`config.mk`:
```
export PLATFORM = sky130hd
export DESIGN_NAME = mem_port_arbiter
export DESIGN_NICKNAME = d
export VERILOG_FILES = /design/src/rtl/mem_port_arbiter_pkg.sv /design/src/rtl/mem_port_arbiter_pick.sv /design/src/rtl/mem_port_arbiter.sv
export SDC_FILE = /design/constraint.sdc
export NUM_CORES = 1
export LEC_CHECK = 0
export BUFFER_PORTS_ARGS = -buffer_cell sky130_fd_sc_hd__buf_4
export CAP_MARGIN = 15
export CORE_MARGIN = 2
export CORE_UTILIZATION = 34
export DETAILED_ROUTE_END_ITERATION = 10
export HOLD_SLACK_MARGIN = 0.02
export MAX_ROUTING_LAYER = met4
export PLACE_DENSITY = 0.78
export SLEW_MARGIN = 20
export SYNTH_ARGS = -nofsm -noshare
export SYNTH_HDL_FRONTEND = slang
export SYNTH_SLANG_ARGS = --single-unit
export TNS_END_PERCENT = 1
```
`constraint.sdc`:
```
create_clock -name clk -period 1.6 [get_ports clk]
set_input_delay 0.32 -clock clk [delete_from_list [all_inputs] [get_ports clk]]
set_output_delay 0.32 -clock clk [all_outputs]
set_load 0.02 [all_outputs]
```
`src/rtl/mem_port_arbiter_pkg.sv`:
```
//==============================================================================
// Module   : mem_port_arbiter_pkg
// Desc     : Shared types and constants for the memory-port arbiter.
// Revision : 1.0 - initial release
//==============================================================================
`default_nettype none

package mem_port_arbiter_pkg;

    localparam int MEM_LINE_WORDS = 4;

    typedef enum logic [2:0] {
        ST_IDLE    = 3'd0,
        ST_I_CMD   = 3'd1,
        ST_D_CMD   = 3'd2,
        ST_I_READ  = 3'd3,
        ST_D_READ  = 3'd4,
        ST_D_WRITE = 3'd5
    } arb_state_t;

    typedef enum logic {
        OWNER_I = 1'b0,
        OWNER_D = 1'b1
    } arb_owner_t;

endpackage

`default_nettype wire

```
`src/rtl/mem_port_arbiter_pick.sv`:
```
//==============================================================================
// Module   : mem_port_arb_pick
// Desc     : Combinational winner select between i-cache and d-cache requests.
//            Optional macro: MEM_PORT_ARB_ROUND_ROBIN_EN (alternate on conflict).
// Revision : 1.0 - initial release
//==============================================================================
`default_nettype none

module mem_port_arb_pick (
`ifdef MEM_PORT_ARB_ROUND_ROBIN_EN
    input  logic last_d_i,
`endif
    input  logic i_valid_i,
    input  logic d_valid_i,
    output logic grant_i_o,
    output logic grant_d_o
);

    always_comb begin
`ifdef MEM_PORT_ARB_ROUND_ROBIN_EN
        // On a conflict, the side that did not win last time goes first.
        grant_d_o = d_valid_i && !(i_valid_i && last_d_i);
`else
        grant_d_o = d_valid_i;
`endif
        grant_i_o = i_valid_i && !grant_d_o;
    end

endmodule

`default_nettype wire

```
`src/rtl/mem_port_arbiter.sv`:
```
//==============================================================================
// Module   : mem_port_arbiter
// Desc     : Shares one memory port between i-cache refills and d-cache
//            refill/writeback bursts. Optional macro: MEM_PORT_ARB_ROUND_ROBIN_EN.
// Revision : 1.0 - initial release
//==============================================================================
`default_nettype none

module mem_port_arbiter
    import mem_port_arbiter_pkg::*;
#(
    parameter int ADDR_WIDTH = 26,
    parameter int DATA_WIDTH = 32,
    parameter int LINE_WORDS = MEM_LINE_WORDS
) (
    input  logic                  clk,
    input  logic                  rst,
    input  logic                  i_req_valid,
    input  logic [ADDR_WIDTH-1:0] i_req_addr,
    output logic                  i_req_ready,
    output logic                  i_rdata_valid,
    input  logic                  d_req_valid,
    input  logic                  d_req_write,
    input  logic [ADDR_WIDTH-1:0] d_req_addr,
    output logic                  d_req_ready,
    input  logic                  d_wdata_valid,
    input  logic [DATA_WIDTH-1:0] d_wdata,
    output logic                  d_wdata_ready,
    output logic                  d_rdata_valid,
    output logic [DATA_WIDTH-1:0] rdata,
    output logic                  mem_req_valid,
    input  logic                  mem_req_ready,
    output logic                  mem_req_write,
    output logic [ADDR_WIDTH-1:0] mem_req_addr,
    output logic                  mem_wdata_valid,
    output logic [DATA_WIDTH-1:0] mem_wdata,
    input  logic                  mem_wdata_ready,
    input  logic                  mem_rdata_valid,
    input  logic [DATA_WIDTH-1:0] mem_rdata
);

    localparam int               CNT_W     = (LINE_WORDS > 1) ? $clog2(LINE_WORDS) : 1;
    localparam logic [CNT_W-1:0] LAST_BEAT = CNT_W'(LINE_WORDS - 1);

    arb_state_t             state_q, state_d;
    logic [CNT_W-1:0]       cnt_q, cnt_d;
    logic [ADDR_WIDTH-1:0]  addr_q, addr_d;
    logic                   write_q, write_d;

    logic w_grant_i, w_grant_d;
    logic w_idle, w_cmd, w_i_rd, w_d_rd, w_wr, w_beat, w_last;

`ifdef MEM_PORT_ARB_ROUND_ROBIN_EN
    arb_owner_t last_q, last_d;
`endif

    mem_port_arb_pick u_pick (
`ifdef MEM_PORT_ARB_ROUND_ROBIN_EN
        .last_d_i  (last_q == OWNER_D),
`endif
        .i_valid_i (i_req_valid),
        .d_valid_i (d_req_valid),
        .grant_i_o (w_grant_i),
        .grant_d_o (w_grant_d)
    );

    // Grants are gated by rst so no ready pulse escapes while reset is held.
    assign w_idle = (state_q == ST_IDLE) && !rst;
    assign w_cmd  = (state_q == ST_I_CMD) || (state_q == ST_D_CMD);
    assign w_i_rd = (state_q == ST_I_READ);
    assign w_d_rd = (state_q == ST_D_READ);
    assign w_wr   = (state_q == ST_D_WRITE);
    assign w_last = (cnt_q == LAST_BEAT);
    assign w_beat = ((w_i_rd || w_d_rd) && mem_rdata_valid) ||
                    (w_wr && d_wdata_valid && mem_wdata_ready);

    assign i_req_ready     = w_idle && w_grant_i;
    assign d_req_ready     = w_idle && w_grant_d;
    assign mem_req_valid   = w_cmd;
    assign mem_req_write   = w_cmd && write_q;
    assign mem_req_addr    = addr_q;
    assign i_rdata_valid   = w_i_rd && mem_rdata_valid;
    assign d_rdata_valid   = w_d_rd && mem_rdata_valid;
    assign rdata           = mem_rdata;
    assign mem_wdata_valid = w_wr && d_wdata_valid;
    assign mem_wdata       = w_wr ? d_wdata : '0;
    assign d_wdata_ready   = w_wr && mem_wdata_ready;

    always_comb begin
        state_d = state_q;
        cnt_d   = cnt_q;
        addr_d  = addr_q;
        write_d = write_q;
        unique case (state_q)
            ST_IDLE: begin
                if (w_grant_d) begin
                    addr_d  = d_req_addr;
                    write_d = d_req_write;
                    state_d = ST_D_CMD;
                end else if (w_grant_i) begin
                    addr_d  = i_req_addr;
                    write_d = 1'b0;
                    state_d = ST_I_CMD;
                end
            end
            ST_I_CMD: begin
                if (mem_req_ready) begin
                    state_d = ST_I_READ;
                    cnt_d   = '0;
                end
            end
            ST_D_CMD: begin
                if (mem_req_ready) begin
                    state_d = write_q ? ST_D_WRITE : ST_D_READ;
                    cnt_d   = '0;
                end
            end
            ST_I_READ, ST_D_READ, ST_D_WRITE: begin
                if (w_beat) begin
                    cnt_d = w_last ? '0 : cnt_q + 1'b1;
                    if (w_last) begin
                        state_d = ST_IDLE;
                    end
                end
            end
            default: state_d = ST_IDLE;
        endcase
    end

`ifdef MEM_PORT_ARB_ROUND_ROBIN_EN
    always_comb begin
        last_d = last_q;
        if (d_req_ready) begin
            last_d = OWNER_D;
        end else if (i_req_ready) begin
            last_d = OWNER_I;
        end
    end
`endif

    always_ff @(posedge clk or posedge rst) begin
        if (rst) begin
            state_q <= ST_IDLE;
            cnt_q   <= '0;
            addr_q  <= '0;
            write_q <= 1'b0;
`ifdef MEM_PORT_ARB_ROUND_ROBIN_EN
            last_q  <= OWNER_I;
`endif
        end else begin
            state_q <= state_d;
            cnt_q   <= cnt_d;
            addr_q  <= addr_d;
            write_q <= write_d;
`ifdef MEM_PORT_ARB_ROUND_ROBIN_EN
            last_q  <= last_d;
`endif
        end
    end

endmodule

`default_nettype wire

```
### Word-level counts from Yosys, hierarchy flattened

Index checks and enable logic that the tools add are counted.

* register bits after elaboration: 32
* input port bits: 125
* output and inout bits: 98
* logic and storage cells: 58

* $add $sub $neg: 1
* equal/unequal tests: 12
* mux-type cells: 17
* reduce and logical (&&, ||, !) cells: 24

Operator list (count)
* two-way mux 26 bit: 2
* two-way mux 32 bit: 1
* two-way mux 3 bit: 6
* one-hot mux 3 bit (4 select lines): 1
* logical AND 1 bit: 11
* != test 2 bit, second input constant: 4
* equality test 3 x 2 -> 1 bit, second input constant: 2
* equality test 3 bit, second input constant: 2
* two-way mux 2 bit: 3
* AND reduction 5 bit: 1
* one-hot mux 2 bit (2 select lines): 1
* nonzero test 2 bit: 2
* equality test 3 x 1 -> 1 bit, second input constant: 1
* logical NOT 3 bit: 1
* logical OR 1 bit: 3
* two-way mux 1 bit: 3
* != test 3 bit, second input constant: 1
* AND reduction 3 bit: 1
* OR reduction 3 bit: 1
* adder 2 x 1 -> 2 bit, second input constant: 1
* equality test 2 bit, second input constant: 1
* logical NOT 1 bit: 2
* != test 2 x 1 -> 1 bit, second input constant: 1
* AND reduction 2 bit: 1
* OR reduction 2 bit: 1

### Logic depth before layout (Yosys ltp)

Gate-level depths: netlist (run 1).

* depth in word-level cells: 6
* gate-level depth with buffers: 6
* gate-level depth less buffers: 5

### By module

Synthesis (run 1) repeated with hierarchy kept, for this count alone.

* cell total of the unflattened synthesis: 241
* area total of the unflattened synthesis: 2368.5 um^2

By module, submodules not included
* mem_port_arbiter: instances 1, cells each 239, area each 2347.3 um^2, seq. area each 800.8 um^2
* mem_port_arb_pick: instances 1, cells each 2, area each 21.3 um^2, seq. area each 0.0 um^2

### Least setup slack after synthesis (run 1)

Ideal clock, no wire load.

* path kind: register to output
* start: register state_q[0]
* end: output i_req_ready
* data arrival time: 1.636 ns
* setup slack: -0.356 ns
* stages on the path, launching flop included: 4
* buffers on the path: 1
* cell sequence: dfrtp_1 buf_6 or3_4 nor4b_1

* word-level cells in the longest chain between the ends: 3

Ends and longest elaborated chain
* start: declaration: line mem_port_arbiter.sv:45 `arb_state_t state_q, state_d;`
* start signal: assignment: line mem_port_arbiter.sv:151 `state_q <= state_d;`
* logical NOT 3 bit: line mem_port_arbiter.sv:68 `assign w_idle = (state_q == ST_IDLE) && !rst;`
* logical AND 1 bit: line mem_port_arbiter.sv:68
* logical AND 1 bit: line mem_port_arbiter.sv:77 `assign i_req_ready = w_idle && w_grant_i;`
* end: declaration: line mem_port_arbiter.sv:20 `output logic i_req_ready,`

No other way between the ends.

### Final worst setup path (run 1)

* start: register state_q[2]
* end: output i_req_ready

The elaborated chain is that of the path after synthesis.

==> summary.txt, run 1 <==
Place
  – DP HPWL: 5890 µm
  – Dpl cell area: 3420 µm²
  – Routability Congestion: 0.840
  – Port bufs: ~160

Timing
  – Crit share post-route: 1.13
  – Fin Clk Skew: 0.00461 ns
  – Hold Fails Final Rpt: 0
  – Setup ws final: -0.200 ns
  – Least-Margin Pin Slew: 0.421 ns
  – Fin. max-slew vios: 0
  – Max-slew headroom: 0.719
  – Final setup violation count: 55
  – Maximum operating frequency: 0.555 GHz
  – RSZ-0062 raised after global routing: true
  – Minimum clock period: about 1.8 ns

Yosys
  – Syn_nets: 365
  – Async set or reset register ratio after synthesis: 1.00
  – Register bit count reported by yosys: 32
  – Synth Instances: 239
  – Ys flop type: dfrtp_1
  – Cell variety after synth: 35
  – Average size of a mapped cell: about 9.8 µm²
  – Netlist Area Pre-Place: about 2300 µm²
  – EDFF count, synth: 0
  – Synthesis Warnings: 0
  – Sequential share of the synthesized area: 0.341

Power
  – Sw Ratio: 0.438
  – Final Total Pwr: between 6 and 7 mW
  – Power per Cell Area: 1740 nW/µm²
  – Comb power frac: 0.657
  – Worst vdd ir: 919 µV
  – Seq pwr share: 0.239
  – Psw: 2.77 mW
  – Clk pwr share: 0.104
  – Pleak: 1.90 nW
  – P_int: approximately 3.5 mW

Critical path
  – Kind of critical path: reg2out
  – Crit end category: output port
  – Startpoint types: flop
  – Largest fanout on the critical path: 4
  – Critical Path AT: 1.48 ns
  – CP Launch Point: state_q[2]
  – CP required: between 1 and 1.5 ns
  – Reg2reg start: state_q[2]

Die
  – Row Count: 30
  – Die height: around 87 µm
  – Area of the core: 6760 µm²
  – Die area: 7590 µm²
  – Die Wd: between 80 and 90 µm
  – Number of I/O pins: 223
  – Initial core utilization: 0.348

Final layout
  – # diodes: 0
  – Leading cell type in the layout, fill and taps excluded: buf_4
  – Syn-to-layout area delta: 54.1%
  – Fin area: 3620 µm²
  – Share of layout cells above drive strength 1: 0.678
  – Most frequent cells in the layout: buf_4, and3_1, dfrtp_1
  – Layout Nets: 501

Hold path
  – Worst Hold Class: in2async

Run status
  – Failing checks: setup timing
  – Status: finished with violations

Clocking
  – Clk_lat worst skew: 0.28 ns
  – CTS clk-pin slew, worst paths: 0.07 ns
  – CTS root buf: clkbuf_8
  – Total clock sinks: 32
  – CTS tree: built
  – H-Tree Depth: 2
  – Clk buf depth: 2
  – TritonCTS Buffers: 5

Global routing
  – Congestion Overflow GR: 0
  – Global Route Usage Sum: 0.193
  – Pin count of the biggest net entering global routing: 37
  – Number of global-route vias before repair: 2196
  – Initial antenna violation count: 0
  – First-pass GRT wire length: 10800 µm

Run
  – Number of max-cap violations: 0

Route
  – Wirelength per Cell: 16.2 µm
  – DRT antenna net count: 0
  – Vias: 2240
  – Drt drc: 0
  – Drt pass-1 iters: 4
  – Wirelength, routed: 7380 µm
  – Detailed Route Iter0 Violations: 78
  – DR vias/cell: 4.91
worst max-delay path, stage by stage, from the launching register on:
cell	delay [ns]
dfrtp_1	0.41
or3_4	0.41
nor4b_4	0.21
buf_4	0.17
registers in the layout (all words and copies together), names as in the netlist:
name	count
cnt_q	2
mem_req_addr	26
state_q	3
write_q	1
metal layers:
layer,track usage,part of all wire,vias up
li1,-,-,1060
met1,0.173,0.31,1026
met2,0.373,0.55,131
met3,0.0493,0.096,23
met4,0.0937,0.045,0
met5,-,0,-
worst paths after layout:
path,end,slack [ns],cells past startpoint
worst min-delay path,mem_req_addr[21],0.18,3
max in group asynchronous,state_q[1],1.11,3
worst max register to register,state_q[0],-0.03,5
min in group clk,write_q,0.28,3
worst min register to register,mem_req_addr[8],0.53,2
worst max-delay path,i_req_ready,-0.20,3
layout make-up:
class,instances,area [µm²]
Clock buffer,7,86.3
Clock inverter,1,7.51
Fill cell,643,3140
Inverter,1,7.51
Multi-Input combinational cell,154,1230
Sequential cell,32,802
Tap cell,80,100
Timing Repair Buffer,181,1390
Yosys cell counts, types with 3 or more instances:
library cell,n,area (µm²)
a21oi_1,3,15.0
a21oi_2,24,210
and3_1,35,219
buf_12,3,60.1
buf_2,5,25.0
buf_4,32,240
clkbuf_1,9,33.8
dfrtp_1,32,801
mux2i_1,26,260
nand2_1,4,15.0
nor2_1,9,33.8
nor2_2,25,156
power by group through the flow:
stage | combinational [mW] | sequential, mW | clock (mW)
after floorplan | 2.28 | 1.86 | 0
after global placement | 3.76 | 1.51 | 0
after detailed placement | 3.84 | 1.52 | 0
after CTS | 4.12 | 1.52 | 0.690
after global routing | 4.45 | 1.57 | 0.717
final | 4.14 | 1.51 | 0.657
per-stage QoR:
| step | setup WS [ns] | std cells | hold slack (ns) | setup TNS [ns] | util |
|---|---|---|---|---|---|
| 2_1_floorplan | -0.0809 | 239 | 0.251 | -0.0809 | - |
| 3_3_place_gp | -0.104 | 444 | 0.470 | -0.106 | 0.506 |
| 3_5_place_dp | -0.178 | 444 | 0.490 | -0.285 | 0.506 |
| 4_1_cts | -0.225 | 455 | 0.181 | -5.14 | 0.532 |
| 5_1_grt | -0.273 | 456 | 0.211 | -9.31 | 0.536 |
| 6_report | -0.200 | 456 | 0.175 | -4.96 | 0.536 |
what timing repair did:
action	CTS	global route
hold buffers	0	0
setup buffers	4	1
gates resized for setup	13	4
setup endpoints to repair	44	66
pin swaps	3	1
cell families after synthesis:
kind of cell | count (synthesis) | synth area share
and+or+nand+nor | 89 | 0.232
buffers and inverters | 53 | 0.171
AOI/OAI and AO/OA | 35 | 0.127
DFF | 32 | 0.341
muxes | 28 | 0.120
xor gates and xnor gates | 1 | 0.00373
adders and majority gates | 1 | 0.00532
(Power assumes the default switching activity.)
==> run 2: changes to the inputs <==
CORE_AREA = 2 2 86 88   (was default)
CORE_MARGIN = default   (was 2)
CORE_UTILIZATION = default   (was 34)
DIE_AREA = 0 0 88 90   (was default)
PLACE_DENSITY = 0.75   (was 0.78)
clock period = 1.8 ns   (was 1.6 ns; I/O delays follow)
==> summary.txt, run 2 (synthesis gave the netlist of run 1 again) <==
Timing
  – Minimum clock period: 1.87 ns
  – Fin Clk Skew: 0.00718 ns
  – Maximum operating frequency: 0.535 GHz
  – Max-slew headroom: 0.718
  – Crit share post-route: 1.04
  – Least-Margin Pin Slew: 0.423 ns
  – RSZ-0062 raised after global routing: true
  – Setup ws final: -0.0702 ns
  – Final setup violation count: 22
  – Fin. max-slew vios: 0
  – Hold Fails Final Rpt: 0

Route
  – DR vias/cell: 4.66
  – Wirelength per Cell: 16.0 µm
  – Wirelength, routed: approximately 7500 µm
  – Vias: 2198
  – Detail Route met2 WL: 4180 µm
  – Met3 wire length: 733 µm
  – Detailed Route Iter0 Violations: 77
  – Max Used Layer: met4
  – Drt drc: 0
  – M1 WL: 2520 µm
  – DRT antenna net count: 0
  – Drt pass-1 iters: 4

Final layout
  – Leading cell type in the layout, fill and taps excluded: buf_4
  – # diodes: 0
  – Fin area: between 3000 and 4000 µm²
  – Fin util: 0.544
  – Most frequent cells in the layout: buf_4, dfrtp_1, buf_6
  – Layout Nets: 499
  – Largest register FFs: 26
  – Syn-to-layout area delta: 62.5%
  – Non-filler cells, final: 472
  – Share of layout cells above drive strength 1: 0.724

Power
  – Final Total Pwr: 5.67 mW
  – Power per Cell Area: 1490 nW/µm²
  – Psw: 2.48 mW
  – P_int: 3.19 mW
  – Clk pwr share: 0.089
  – Seq pwr share: 0.237
  – Worst vdd ir: around 700 µV
  – Sw Ratio: 0.437
  – Pleak: approximately 1.9 nW
  – Comb power frac: 0.674

Die
  – Die Wd: 88 µm
  – Die area: 7920 µm²
  – Area of the core: about 7000 µm²
  – Number of I/O pins: 223
  – Row Count: 31
  – Die height: around 90 µm
  – Initial core utilization: 0.335

Place
  – DP HPWL: 5680 µm
  – Dpl cell area: 3400 µm²
  – Placed cell count: between 400 and 500
  – Pre-CTS setup slack: 0.103 ns
  – Routability Congestion: 0.771
  – Port bufs: 158

Critical path
  – Cell Chain, Critical Path: or3_4 > nor4b_4 > buf_4
  – CP endpoint: i_req_ready
  – Worst reg2reg path depth: 8
  – Reg2reg start: state_q[1]
  – Critical Path AT: about 1.5 ns
  – CP peak stage delay: approximately 0.42 ns
  – CP max-delay cell: dfrtp_2
  – CP required: 1.44 ns
  – Worst R2R Setup Slack: 0.01 ns
  – Largest fanout on the critical path: 4
  – CP Launch Point: state_q[0]
  – Family with the most delay on the worst path: simple AND/OR/NAND/NOR gates
  – Kind of critical path: reg2out
  – Worst path depth: 3
  – Critical R2R Capture: state_q[0]
  – Startpoint types: flop
  – Buffer and inverter count on the worst path: 1
  – Crit end category: output port

Global routing
  – Global Route Usage Sum: 0.184
  – Number of global-route vias before repair: approximately 2200
  – Congestion Overflow GR: 0
  – Pin count of the biggest net entering global routing: 37
  – First-pass GRT wire length: 11100 µm
  – Initial antenna violation count: 0

Run status
  – Failing checks: setup timing
  – Status: finished with violations

Run
  – Number of max-cap violations: 0

Clocking
  – CTS tree: built
  – CTS root buf: clkbuf_8
  – H-Tree Depth: 2
  – CTS clk-pin slew, worst paths: approximately 0.06 ns
  – Total clock sinks: 32
  – Clk_lat worst skew: 0.27 ns
  – Hold-fix buffers, CTS: 0
  – TritonCTS Buffers: 5
  – Clk buf depth: 2

Hold path
  – Worst Hold Class: in2async
-- run 2: metal layers --
metal | vias up | global-route usage
met1 | 1001 | 0.169
met2 | 125 | 0.349
met3 | 10 | 0.0533
met5 | - | -
met4 | 0 | 0.0654
li1 | 1062 | -
-- run 2: worst min-delay path by stage --
stage	slack [ns]	end	depth (start not counted)
2_1_floorplan	0.48	cnt_q[0]	1
3_3_place_gp	0.49	cnt_q[1]	1
3_5_place_dp	0.50	cnt_q[1]	1
4_1_cts	0.23	mem_req_addr[22]	3
5_1_grt	0.26	mem_req_addr[21]	3
6_report	0.22	mem_req_addr[21]	3
-- run 2: what timing repair did --
action | 4_1_cts | 5_1_grt
endpoints found under the setup margin | 36 | 43
gates cloned | 2 | 0
pin swaps | 15 | 5
setup buffers | 9 | 0
resized for setup | 50 | 14
endpoints found under the hold margin | 0 | 0
-- run 2: tightest hold or removal path, delay by kind of cell --
family / cells / cell delay, ns
buffers and inverters: 3 / 0.56
-- run 2: power by group through the flow --
stage | registers (mW) | logic [mW] | clock network [mW]
after floorplan | 1.65 | 2.03 | 0
after global placement | 1.36 | 3.22 | 0
after detailed placement | 1.37 | 3.28 | 0
after CTS | 1.35 | 3.83 | 0.533
after global routing | 1.39 | 4.08 | 0.561
final | 1.34 | 3.82 | 0.505
-- run 2: final cells by class --
type / count / area [µm²]
fill: 653 / 3200
clock buffer: 6 / 72.6
sequential: 32 / 803
inverter: 1 / 3.75
clock inverter: 1 / 5.00
timing repair buffer: 179 / 1490
tap: 99 / 124
multi-input combinational: 154 / 1320
-- run 2: metrics by stage --
stage	hold slack, ns	setup TNS [ns]
after detailed placement	0.499	0
after global routing	0.259	-2.98
after CTS	0.230	-2.15
after global placement	0.493	0
after floorplan	0.477	0
final	0.222	-0.675
==> run 3: changes to the inputs <==
BUFFER_PORTS_ARGS = -buffer_cell sky130_fd_sc_hd__buf_2   (was -buffer_cell sky130_fd_sc_hd__buf_4)
PLACE_DENSITY = 0.82   (was 0.75)
==> summary.txt, run 3 (synthesis gave the netlist of run 1 again) <==
Timing
  – Hold_ws: 0.212 ns
  – Setup ws final: -0.0958 ns
  – Hold Fails Final Rpt: 0
  – Fin Clk Skew: 0.00406 ns
  – RSZ-0062 raised after global routing: true
  – Crit share post-route: 1.05
  – Maximum operating frequency: around 0.53 GHz
  – Final setup violation count: 34
  – Least-Margin Pin Slew: 0.414 ns
  – Max-slew headroom: 0.724
  – Fin. max-slew vios: 0
  – Setup tns final: -1.50 ns
  – Minimum clock period: about 1.9 ns

Route
  – DR vias/cell: 4.70
  – Vias: 2221
  – Wirelength, routed: 7370 µm
  – Detailed Route Iter0 Violations: between 60 and 70
  – Drt drc: 0
  – Wirelength per Cell: around 16 µm
  – DRT antenna net count: 0
  – Drt pass-1 iters: 4

Critical path
  – Cell Chain, Critical Path: or3_4 > nor4b_4 > buf_4
  – Critical Path AT: approximately 1.5 ns
  – Crit end category: output port
  – Buffer and inverter count on the worst path: 1
  – CP required: 1.44 ns
  – Kind of critical path: reg2out
  – Family with the most delay on the worst path: simple AND/OR/NAND/NOR gates
  – CP peak stage delay: between 0.4 and 0.5 ns
  – Largest fanout on the critical path: 5
  – CP max-delay cell: dfrtp_2
  – Startpoint types: flop

Place
  – Dpl cell area: 3010 µm²
  – DP HPWL: about 5600 µm
  – Routability Congestion: 0.784
  – Port bufs: ~160
  – Pre-CTS setup slack: ~0.087 ns

Clocking
  – CTS root buf: clkbuf_8
  – Total clock sinks: 32
  – Clk_lat worst skew: between 0.2 and 0.3 ns
  – Clk buf depth: 2
  – Hold-fix buffers, CTS: 0
  – CTS clk-pin slew, worst paths: 0.07 ns
  – TritonCTS Buffers: 5
  – CTS tree: built
  – H-Tree Depth: 2

Global routing
  – Global Route Usage Sum: 0.184
  – Number of global-route vias before repair: 2274
  – Congestion Overflow GR: 0
  – Pin count of the biggest net entering global routing: 33
  – First-pass GRT wire length: 10900 µm
  – Initial antenna violation count: 0

Die
  – Row Count: 31
  – Die Wd: 88 µm
  – Die height: 90 µm
  – Area of the core: between 7000 and 8000 µm²
  – Number of I/O pins: around 220
  – Initial core utilization: 0.335
  – Die area: approximately 8000 µm²

Final layout
  – Fin util: 0.503
  – Layout Nets: 500
  – Largest register FFs: 26
  – # diodes: 0
  – Syn-to-layout area delta: 50.4%
  – Share of layout cells above drive strength 1: 0.725
  – Most frequent cells in the layout: buf_2, buf_6, dfrtp_1
  – Fin area: around 3500 µm²
  – Leading cell type in the layout, fill and taps excluded: buf_2

Power
  – Worst vdd ir: 735 µV
  – Pleak: 1.76 nW
  – Power per Cell Area: 1540 nW/µm²

Hold path
  – Worst Hold Class: in2async

Run
  – Number of max-cap violations: 0

Run status
  – Status: finished with violations
  – Failing checks: setup timing
-- run 3: power by group --
| group | switching (mW) | internal, mW | total (mW) |
|---|---|---|---|
| Sequential | 0.252 | 1.08 | 1.33 |
| Clock | 0.249 | 0.340 | 0.589 |
| Combinational | 1.95 | 1.57 | 3.52 |
-- run 3: worst reg2reg max path, stage by stage (launching register included) --
cell,delay [ns]
dfrtp_1,0.42
buf_4,0.20
xnor2_2,0.16
o311a_2,0.37
o221ai_2,0.08
mux2_1,0.35
-- run 3: area by class of cell --
class / count / area [µm²]
Clock buffer: 7 / 96.3
Fill cell: 641 / 3490
Timing Repair Buffer: 180 / 1200
Sequential cell: 32 / 802
Multi-Input combinational cell: 154 / 1310
Inverter: 1 / 3.75
Tap cell: 99 / 124
-- run 3: timing repair --
item / CTS / global route
gates resized for setup: 78 / 25
endpoints found under the hold margin: 0 / 0
setup endpoints to repair: 36 / 40
pin swaps: 1 / 18
setup buffers: 7 / 0
gates cloned: 2 / 0
-- run 3: layer usage --
layer | up-vias | track usage | wire (µm)
met2 | 125 | 0.360 | 4120
li1 | 1058 | - | -
met4 | 0 | 0.0923 | 283
met5 | - | - | 0
met3 | 19 | 0.0367 | 587
met1 | 1019 | 0.158 | 2380
-- run 3: through the flow --
step                      total power, mW  instances
after detailed placement             4.39        459
after floorplan                      3.68        239
after global placement               4.29        459
after CTS                            5.50        475
after global routing                 5.82        473
final                                5.43        473
-- run 3: path summary, 6_finish.rpt --
kind	to	startpoint	cells after the start	slack [ns]
worst max-delay path	i_req_ready	state_q[0]	3	-0.1
worst min-delay path	state_q[2]	rst	3	0.21
worst max register to register	state_q[0]	state_q[1]	5	0.11
min in group clk	write_q	d_req_write	3	0.31
worst min register to register	mem_req_addr[12]	mem_req_addr[12]	2	0.52
max in group asynchronous	state_q[0]	rst	3	1.28
